## src/rtl/pio_loader.sv

```systemverilog
`default_nettype none
// ============================================================================
//  Module      : pio_loader
//  Description : Boot-time loader and stream front end for a PIO block.
//                Copies PROG_LEN instruction words from a program ROM onto
//                the PIO command bus, then applies CONF_LEN configuration
//                entries from a config ROM, then forwards stream words as
//                TX FIFO pushes. A load pulse in RUN restarts the sequence.
//
//  Ports       : clk_25mhz, reset   - clock, synchronous active-high reset
//                load               - reload request pulse (honoured in RUN)
//                prog_addr/prog_data- program ROM, 1-cycle read latency
//                conf_addr/conf_data- config ROM {mindex,action,data},
//                                     1-cycle read latency
//                stream_*           - valid/ready stream of 32-bit words
//                full               - per-machine TX FIFO full flags
//                din/index/action/mindex - registered PIO command bus
//                busy, done         - loading in progress / running
//
//  Revision    : 1.0 - initial release
// ============================================================================
module pio_loader #(
    parameter int         PROG_LEN = 32,
    parameter int         CONF_LEN = 4,
    parameter logic [3:0] PUSH_ACT = 4'd4
) (
    input  logic        clk_25mhz,
    input  logic        reset,
    input  logic        load,
    output logic [4:0]  prog_addr,
    input  logic [15:0] prog_data,
    output logic [4:0]  conf_addr,
    input  logic [37:0] conf_data,
    input  logic        stream_valid,
    input  logic [31:0] stream_data,
    input  logic [1:0]  stream_mach,
    output logic        stream_ready,
    input  logic [3:0]  full,
    output logic [31:0] din,
    output logic [4:0]  index,
    output logic [3:0]  action,
    output logic [1:0]  mindex,
    output logic        busy,
    output logic        done
);

    typedef enum logic [1:0] {
        ST_PROG = 2'd0,
        ST_CONF = 2'd1,
        ST_RUN  = 2'd2
    } state_t;

    // Counter limits. The counter runs one past the last address so the
    // final ROM word (returned a cycle after its address) is still written,
    // and one more so the phase ends the cycle after that last write.
    localparam logic [5:0] c_prog_len = 6'(PROG_LEN);
    localparam logic [5:0] c_prog_end = 6'(PROG_LEN + 1);
    localparam logic [5:0] c_conf_len = 6'(CONF_LEN);
    localparam logic [5:0] c_conf_end = 6'(CONF_LEN + 1);

    state_t      r_state;
    logic [5:0]  r_cnt;
    logic [3:0]  r_action;
    logic [31:0] r_din;
    logic [4:0]  r_index;
    logic [1:0]  r_mindex;

    logic        w_accept;

    // Counter doubles as ROM address; only the phase's own ROM is consumed.
    assign prog_addr    = r_cnt[4:0];
    assign conf_addr    = r_cnt[4:0];

    // A reload request masks ready so the word is left for after the reload.
    assign stream_ready = (r_state == ST_RUN) & ~full[stream_mach] & ~load;
    assign w_accept     = stream_valid & stream_ready;

    assign action       = r_action;
    assign din          = r_din;
    assign index        = r_index;
    assign mindex       = r_mindex;
    assign busy         = (r_state != ST_RUN);
    assign done         = (r_state == ST_RUN);

    always_ff @(posedge clk_25mhz) begin
        if (reset) begin
            r_state  <= ST_PROG;
            r_cnt    <= 6'd0;
            r_action <= 4'd0;
            r_din    <= 32'd0;
            r_index  <= 5'd0;
            r_mindex <= 2'd0;
        end else begin
            // Command bus is idle unless a write or push is issued below;
            // the data fields keep their last value.
            r_action <= 4'd0;

            case (r_state)
                ST_PROG: begin
                    // prog_data now holds the word for address r_cnt-1.
                    if ((r_cnt != 6'd0) && (r_cnt <= c_prog_len)) begin
                        r_action <= 4'd1;
                        r_index  <= r_cnt[4:0] - 5'd1;
                        r_din    <= {16'h0000, prog_data};
                        r_mindex <= 2'd0;
                    end
                    if (r_cnt == c_prog_end) begin
                        r_cnt   <= 6'd0;
                        r_state <= (CONF_LEN == 0) ? ST_RUN : ST_CONF;
                    end else begin
                        r_cnt <= r_cnt + 6'd1;
                    end
                end

                ST_CONF: begin
                    // Entries with a zero action go out as action 0: the
                    // slot is spent but nothing is written.
                    if ((r_cnt != 6'd0) && (r_cnt <= c_conf_len)) begin
                        r_action <= conf_data[35:32];
                        r_index  <= 5'd0;
                        r_din    <= conf_data[31:0];
                        r_mindex <= conf_data[37:36];
                    end
                    if (r_cnt == c_conf_end) begin
                        r_cnt   <= 6'd0;
                        r_state <= ST_RUN;
                    end else begin
                        r_cnt <= r_cnt + 6'd1;
                    end
                end

                ST_RUN: begin
                    if (w_accept) begin
                        r_action <= PUSH_ACT;
                        r_din    <= stream_data;
                        r_mindex <= stream_mach;
                    end
                    if (load) begin
                        r_state <= ST_PROG;
                        r_cnt   <= 6'd0;
                    end
                end

                default: begin
                    r_state <= ST_PROG;
                    r_cnt   <= 6'd0;
                end
            endcase
        end
    end

endmodule
`default_nettype wire

```

## config.mk

```make
export PLATFORM = sky130hd
export DESIGN_NAME = pio_loader
export DESIGN_NICKNAME = d
export VERILOG_FILES = /design/src/rtl/pio_loader.sv
export SDC_FILE = /design/constraint.sdc
export NUM_CORES = 1
export LEC_CHECK = 0
export CAP_MARGIN = 20
export CORE_MARGIN = 2
export CORE_UTILIZATION = 40
export CTS_BUF_LIST = sky130_fd_sc_hd__clkbuf_8
export DETAILED_ROUTE_END_ITERATION = 16
export MAX_ROUTING_LAYER = met4
export PLACE_DENSITY_LB_ADDON = 0.25
export SETUP_SLACK_MARGIN = 0.2
export SYNTH_ARGS = -nofsm -noshare
export SYNTH_HDL_FRONTEND = slang
export SYNTH_SLANG_ARGS = --single-unit
```

## constraint.sdc

```tcl
create_clock -name clk_25mhz -period 4.2 [get_ports clk_25mhz]
set_clock_uncertainty 0.05 [all_clocks]
set_input_delay 0.63 -clock clk_25mhz [delete_from_list [all_inputs] [get_ports clk_25mhz]]
set_output_delay 0.63 -clock clk_25mhz [all_outputs]
set_load 0.1 [all_outputs]
```

==> results.md, run 1 <==
- Status: completed
- Slowest cell on the critical path: ha_1
- Worst-path clk slew: 90 ps
- First-pass GRT wire length: 13.57 mm
- Starting DRT DRC Count: 108
- Endpoints failing hold: 0
- Cts bufs inserted: 5
- Minimum clock period: 3195 ps
- Yosys warning total: 0
- Skew-Pair Late Insertion Delay: 300 ps
- Area delta synth->final: 43.17%
- Worst Path Arrival: 2520 ps
- GRT overflow: 0
- Crit path kind: reg -> out
- Synthesized instance count: 360
- Drt via density: 5.284
- Unrepaired setup endpoints after global routing: false
- Clock sink count: 51
- Non-Filler Instances: 584
- Full die area: 9148 um2
- PostCTS Resize Cnt: 0
- Endpoint class of the critical path: primary output
- Dpl hpwl: 6.712 mm
- Syn Area/Cell: 9.332 um2
- Fin area: 4810 um2
- CTS root buffer: clkbuf_8
- Predominant post-synthesis flop cell: dfxtp_1
- Max-slew violations: 0
- Peak supply drop: 147.5 uV
- GPL Wtd Cong: 0.8198
- Die Wd: 95.65 um
- Tcrit/Tclk final: 0.7607
- Hold crit path type: reg -> reg
- Max Buffers Root-to-Sink: 2
- CP Max Fanout: 19
- R2R Setup Slk: 1370 ps
- Cell variety after synth: 57
- PortBufs: 151
- Final #Nets: 583
- Synthesized area: 3359 um2
- Syn Nets: 465
- Initial antenna violation count: 0
- Register area share after synthesis: 0.3039
- Fillcell total: 728
- Largest net degree at the start of global routing: 62
- Most frequent cells in the layout: clkdlybuf4s50_1, dfxtp_1, mux2i_1
- Met3 Track Usage GR: 0.03794
- Relative slew margins: 0.3185
- R2r worst-path depth: 6
- WL final: 9.142 mm
- Area of the multi-input gates: 1993 um2
- WHS: 427.2 ps
- Inst Count DP: 576
- Global-route met2 utilization: 0.3199
- Final core utilization: 0.5883
- Min-Delay Path Depth: 2
- CP startpoint kind: register
- Finish-stage setup viols: 0
- Delay-heaviest family, CP: adder cells
- HP Start: din[17]
- EDFF count, synth: 0
- WL/cell: 15.65 um
- H-tree level count: 2
- Reg area: 1021 um2
- Pwr Density: 283.4 nW/um2
- Post-synthesis register bit count: 51
- Critical path's largest stage delay: 710 ps
- Fmax achieved: 0.3130 GHz
- GRT met1 Usage: 0.2436
- Vias in the first global route: 2,792
- Worst reg2reg path startpoint: r_cnt[0]
- Reg2reg end: din[9]
- Vias: 3,086
- Worst-margin pin slew: 1022 ps
- Core box area: 8175 um2
- Setup tns final: 0 ps
- Final ANT Viol Nets: 0
- Number of hold buffers added after cts: 0
- Placement Cell Area: 4697 um2
- Gr usage total: 0.1940
- Worst Hold End: din[17]
- Core Rows: 33
- Postcts setup bufs: 0
- Antenna diode count: 0
- Ratio of cells with drive above 1 in the final layout: 0.1357
- Static Leakage: 1.813 nW
- Top Ports: 152
- Commonest non-fill, non-tap cell in the layout: clkdlybuf4s50_1
- Initial Util: 0.4109
- Worst EP required: 3520 ps
- Grt peak-use layer: met2
- Die H: 95.65 um
- Worst path buffer plus inverter count: 2
- Drt pass-1 iters: 4
- Worst-path cell chain: inv_1 > ha_1 > nand2b_1 > nor2_1 > buf_4
- CTS tree: built
- DRC: 0
- Max-cap violations: 0
- Post-synthesis async set-or-reset flop share: 0
==> per-layer routing <==
layer  wire (um)  vias to the layer above
met3         698                        9
met5           0                        -
met4          78                        0
met2        4342                      111
li1            -                     1515
met1        4023                     1451
==> cells in the mapped netlist, drive strengths merged, types with 3 or more instances <==
master / number / area [um2]
dfxtp: 51 / 1021
nand2b: 39 / 291.5
mux2i: 34 / 340.3
nor2: 26 / 113.9
nand2: 22 / 82.58
buf: 20 / 193.9
a22o: 18 / 175.2
a211o: 16 / 151.4
a22oi: 16 / 120.1
clkbuf: 16 / 61.30
nor2b: 11 / 68.82
ha: 9 / 112.6
dlygate4sd1: 7 / 61.31
o21ai: 7 / 35.03
inv: 6 / 22.52
nor3: 5 / 25.02
xnor2: 5 / 43.79
a21oi: 4 / 20.02
nor3b: 4 / 35.03
a32o: 3 / 30.03
and2: 3 / 18.77
and3: 3 / 18.77
mux2: 3 / 33.78
nor4b: 3 / 32.53
o221ai: 3 / 26.28
==> area by class of cell <==
class                   count  area share
inverters                   6    0.004683
repair buffers            155      0.3179
well taps                 105     0.02732
flip-flops and latches     51      0.2123
multi-input cells         259      0.4144
clock buffers               5     0.01431
clock inverters             3    0.009105
==> through the flow <==
stage | total power, mW | setup slack, ps
after global placement | 1.027 | 945.7
after detailed placement | 1.031 | 900.7
after CTS | 1.377 | 988.9
after global routing | 1.413 | 801.0
after floorplan | 0.8895 | 690.9
final | 1.363 | 1005
==> cells by family (layout without fill, tap and decap cells) <==
group,after synthesis,in the layout,share of synthesized area
multiplexers,38,38,0.1181
XOR/XNOR,5,5,0.01303
flip-flops,51,51,0.3039
AO/OA/AOI/OAI,79,79,0.1963
adder cells (fa/ha/maj),9,9,0.03352
buffers and inverters,50,169,0.1039
AND/OR/NAND/NOR,128,128,0.2313
==> how the worst max path moves through the flow <==
stage | startpoint | endpoint | slack, ps | cells past startpoint
finish | r_state[0] | stream_ready | 1000 | 5
global placement | stream_mach[0] | din[11] | 950 | 5
floorplan | r_state[0] | stream_ready | 690 | 5
global route | r_state[0] | stream_ready | 800 | 5
detailed placement | stream_mach[0] | din[9] | 900 | 5
CTS | r_state[0] | stream_ready | 990 | 5
==> registers in the layout (all words and copies together), names as in the netlist <==
signal	count
din	32
r_cnt	6
index	5
action	4
mindex	2
r_state	2
==> tightest hold or removal path, stage by stage, from the launching register on <==
cell and delay, ps:
dfxtp_1 330, nand2b_2 60, mux2i_1 50
==> report_power, final <==
part / internal, mW / switching (mW) / total [mW]
registers: 0.509 / 0.0192 / 0.528
clock network: 0.178 / 0.168 / 0.345
logic: 0.194 / 0.296 / 0.490
total: 0.881 / 0.483 / 1.36
Note: power is estimated with default switching activity, not from simulation.
==> run 2: changes to the inputs <==
==> constraint.sdc (replaced) <==
create_clock -name clk_25mhz -period 3.2 [get_ports clk_25mhz]
set_clock_uncertainty 0.05 [all_clocks]
set_input_delay 0.48 -clock clk_25mhz [delete_from_list [all_inputs] [get_ports clk_25mhz]]
set_output_delay 0.48 -clock clk_25mhz [all_outputs]
set_load 0.1 [all_outputs]
==> run 2 against run 1 <==
Against the previous run:
- hold slack better by 3.5 ps
- via count shrank 0.94%
- core utilization shrank 0.67 points
- register-to-register slack got worse by 780 ps
- global-route usage shrank 0.63 points
- sequential power increased by 31%
- combinational power is 30% higher
==> results.md, run 2 (same netlist as run 1, synthesis figures left out) <==
- Status: completed
- Final ANT Viol Nets: 0 (unchanged)
- Starting DRT DRC Count: 128 (+19%)
- Worst Hold End: din[13]
- Endpoint class of the critical path: register
- Pwr Density: 374.6 nW/um2 (+32%)
- WL final: 9.020 mm (-1.3%)
- CP Max Fanout: 32 (+13)
- PostCTS Resize Cnt: 0 (unchanged)
- Worst reg2reg path startpoint: r_cnt[0]
- Final Total Pwr: 1.781 mW (+31%)
- Drt pass-1 iters: 4 (unchanged)
- Relative slew margins: 0.3474 (+0.02895)
- Drt via density: 5.199 (-1.6%)
- Commonest non-fill, non-tap cell in the layout: clkdlybuf4s50_1
- Crit path kind: reg -> reg
- WL/cell: 15.34 um (-2.0%)
- Unrepaired setup endpoints after global routing: false
- Vias: 3,057 (-0.94%)
- Finish-stage setup viols: 0 (unchanged)
- Area delta synth->final: 41.53%
- H-tree level count: 2 (unchanged)
- Worst-path clk slew: 90 ps (about the same)
- Die H: 95.65 um (unchanged)
- Number of hold buffers added after cts: 0 (unchanged)
- Final #Nets: 587 (+0.69%)
- Top Ports: 152 (unchanged)
- CTS tree: built
- DRC: 0 (unchanged)
- Most frequent cells in the layout: clkdlybuf4s50_1, buf_4, dfxtp_1
- Vias in the first global route: 2,789 (-0.11%)
- Cts bufs inserted: 5 (unchanged)
- Skew-Pair Late Insertion Delay: 300 ps (about the same)
- Worst EP required: 3340 ps (-180 ps)
- First-pass GRT wire length: 13.18 mm (-2.8%)
- Peak supply drop: 193.3 uV (+31%)
- Fin area: 4755 um2 (-1.1%)
- Endpoints failing hold: 0 (unchanged)
- DP Worst Slack: 278.6 ps (-622.0 ps)
- Antenna diode count: 0 (unchanged)
- Worst Slack Setup Final: 590.4 ps (-414.6 ps)
- Full die area: 9148 um2 (unchanged)
- GPL Wtd Cong: 0.7691 (-6.2%)
- Placement Cell Area: 4642 um2 (-1.2%)
- Initial antenna violation count: 0 (unchanged)
- Max-cap violations: 0 (unchanged)
- Max reg flops: 32 (unchanged)
- Ratio of cells with drive above 1 in the final layout: 0.2484 (+0.1127)
- Final core utilization: 0.5816 (-0.006734)
- Dpl hpwl: 6.766 mm (+0.81%)
- Tcrit/Tclk final: 0.8155
- Max Buffers Root-to-Sink: 2 (unchanged)
- Postcts setup bufs: 0 (unchanged)
- GRT overflow: 0 (unchanged)
- Clock sink count: 51 (unchanged)
- Minimum clock period: 2610 ps
- HP Start: din[13]
- PortBufs: 151 (unchanged)
- Worst Path Arrival: 2750 ps (+230 ps)
- Fmax achieved: 0.3832 GHz
- Largest net degree at the start of global routing: 37 (-40%)
- Fillcell total: 729 (+0.14%)
- Initial Util: 0.4109 (unchanged)
- R2R Setup Slk: 590 ps (-780 ps)
- Gr usage total: 0.1877 (-0.006318)
- Worst-margin pin slew: 975.8 ps (-46.48 ps)
- CP startpoint kind: register
- CTS root buffer: clkbuf_8
- Core box area: 8175 um2 (unchanged)
- Static Leakage: 1.935 nW (+6.7%)
- R2r worst-path depth: 7 (+1)
- Max-slew violations: 0 (unchanged)
- Setup tns final: 0 ps (unchanged)
- Hold crit path type: reg -> reg
- Min-Delay Path Depth: 2 (unchanged)
- Reg2reg end: din[4]
- Die Wd: 95.65 um (unchanged)
- Core Rows: 33 (unchanged)
## run 2: changes by cell type in the layout (fill, tap and decap cells not counted), sizes merged
cell / previous run / this run
buf: 8 / 62
clkdlybuf4s50: 147 / 97
## run 2: worst max path at each step
stage                   start           end  slack, ps  cells after the start
3_5_place_dp   stream_mach[0]        din[4]        280                      6
2_1_floorplan      r_state[0]  stream_ready        310                      5
5_1_grt              r_cnt[0]        din[3]        430                      7
6_report             r_cnt[0]        din[4]        590                      7
3_3_place_gp   stream_mach[0]        din[6]        310                      6
4_1_cts              r_cnt[0]        din[4]        590                      7
## run 2: cell type report
| type | instances | area (um2) | share of cell area |
|---|---|---|---|
| Tap cell | 105 | 131.4 | 0.02763 |
| Sequential cell | 51 | 1021 | 0.2147 |
| Clock buffer | 5 | 68.82 | 0.01447 |
| Timing Repair Buffer | 159 | 1471 | 0.3095 |
| Multi-Input combinational cell | 259 | 1996 | 0.4197 |
| Inverter | 6 | 22.52 | 0.004737 |
| Clock inverter | 3 | 43.79 | 0.009211 |
## run 2: layer usage
metal,wire (um),track usage,up-vias,part of all wire
met5,0,-,-,0
met4,145,0.05714,0,0.016
met3,672,0.03399,9,0.075
met2,4344,0.3129,106,0.48
met1,3857,0.2309,1422,0.43
li1,-,-,1520,-
## run 2: worst max-delay path, stage by stage (launching register included)
cell	delay [ps]
dfxtp_1	500
inv_1	130
ha_1	310
nor4b_2	210
or4bb_1	510
a221o_2	410
buf_12	210
mux2i_1	150
## run 2: metrics by stage
stage / hold slack (ps) / cells
2_1_floorplan: 444.2 / 360
3_3_place_gp: 410.2 / 580
3_5_place_dp: 417.5 / 580
4_1_cts: 434.2 / 588
5_1_grt: 452.7 / 588
6_report: 430.7 / 588
## run 2: power breakdown
group / switching (mW) / leakage (nW) / internal, mW / total (mW)
Sequential: 0.0261 / 0.416 / 0.668 / 0.694
Combinational: 0.390 / 1.46 / 0.246 / 0.636
Clock: 0.218 / 0.0581 / 0.233 / 0.451
Total: 0.634 / 1.93 / 1.15 / 1.78
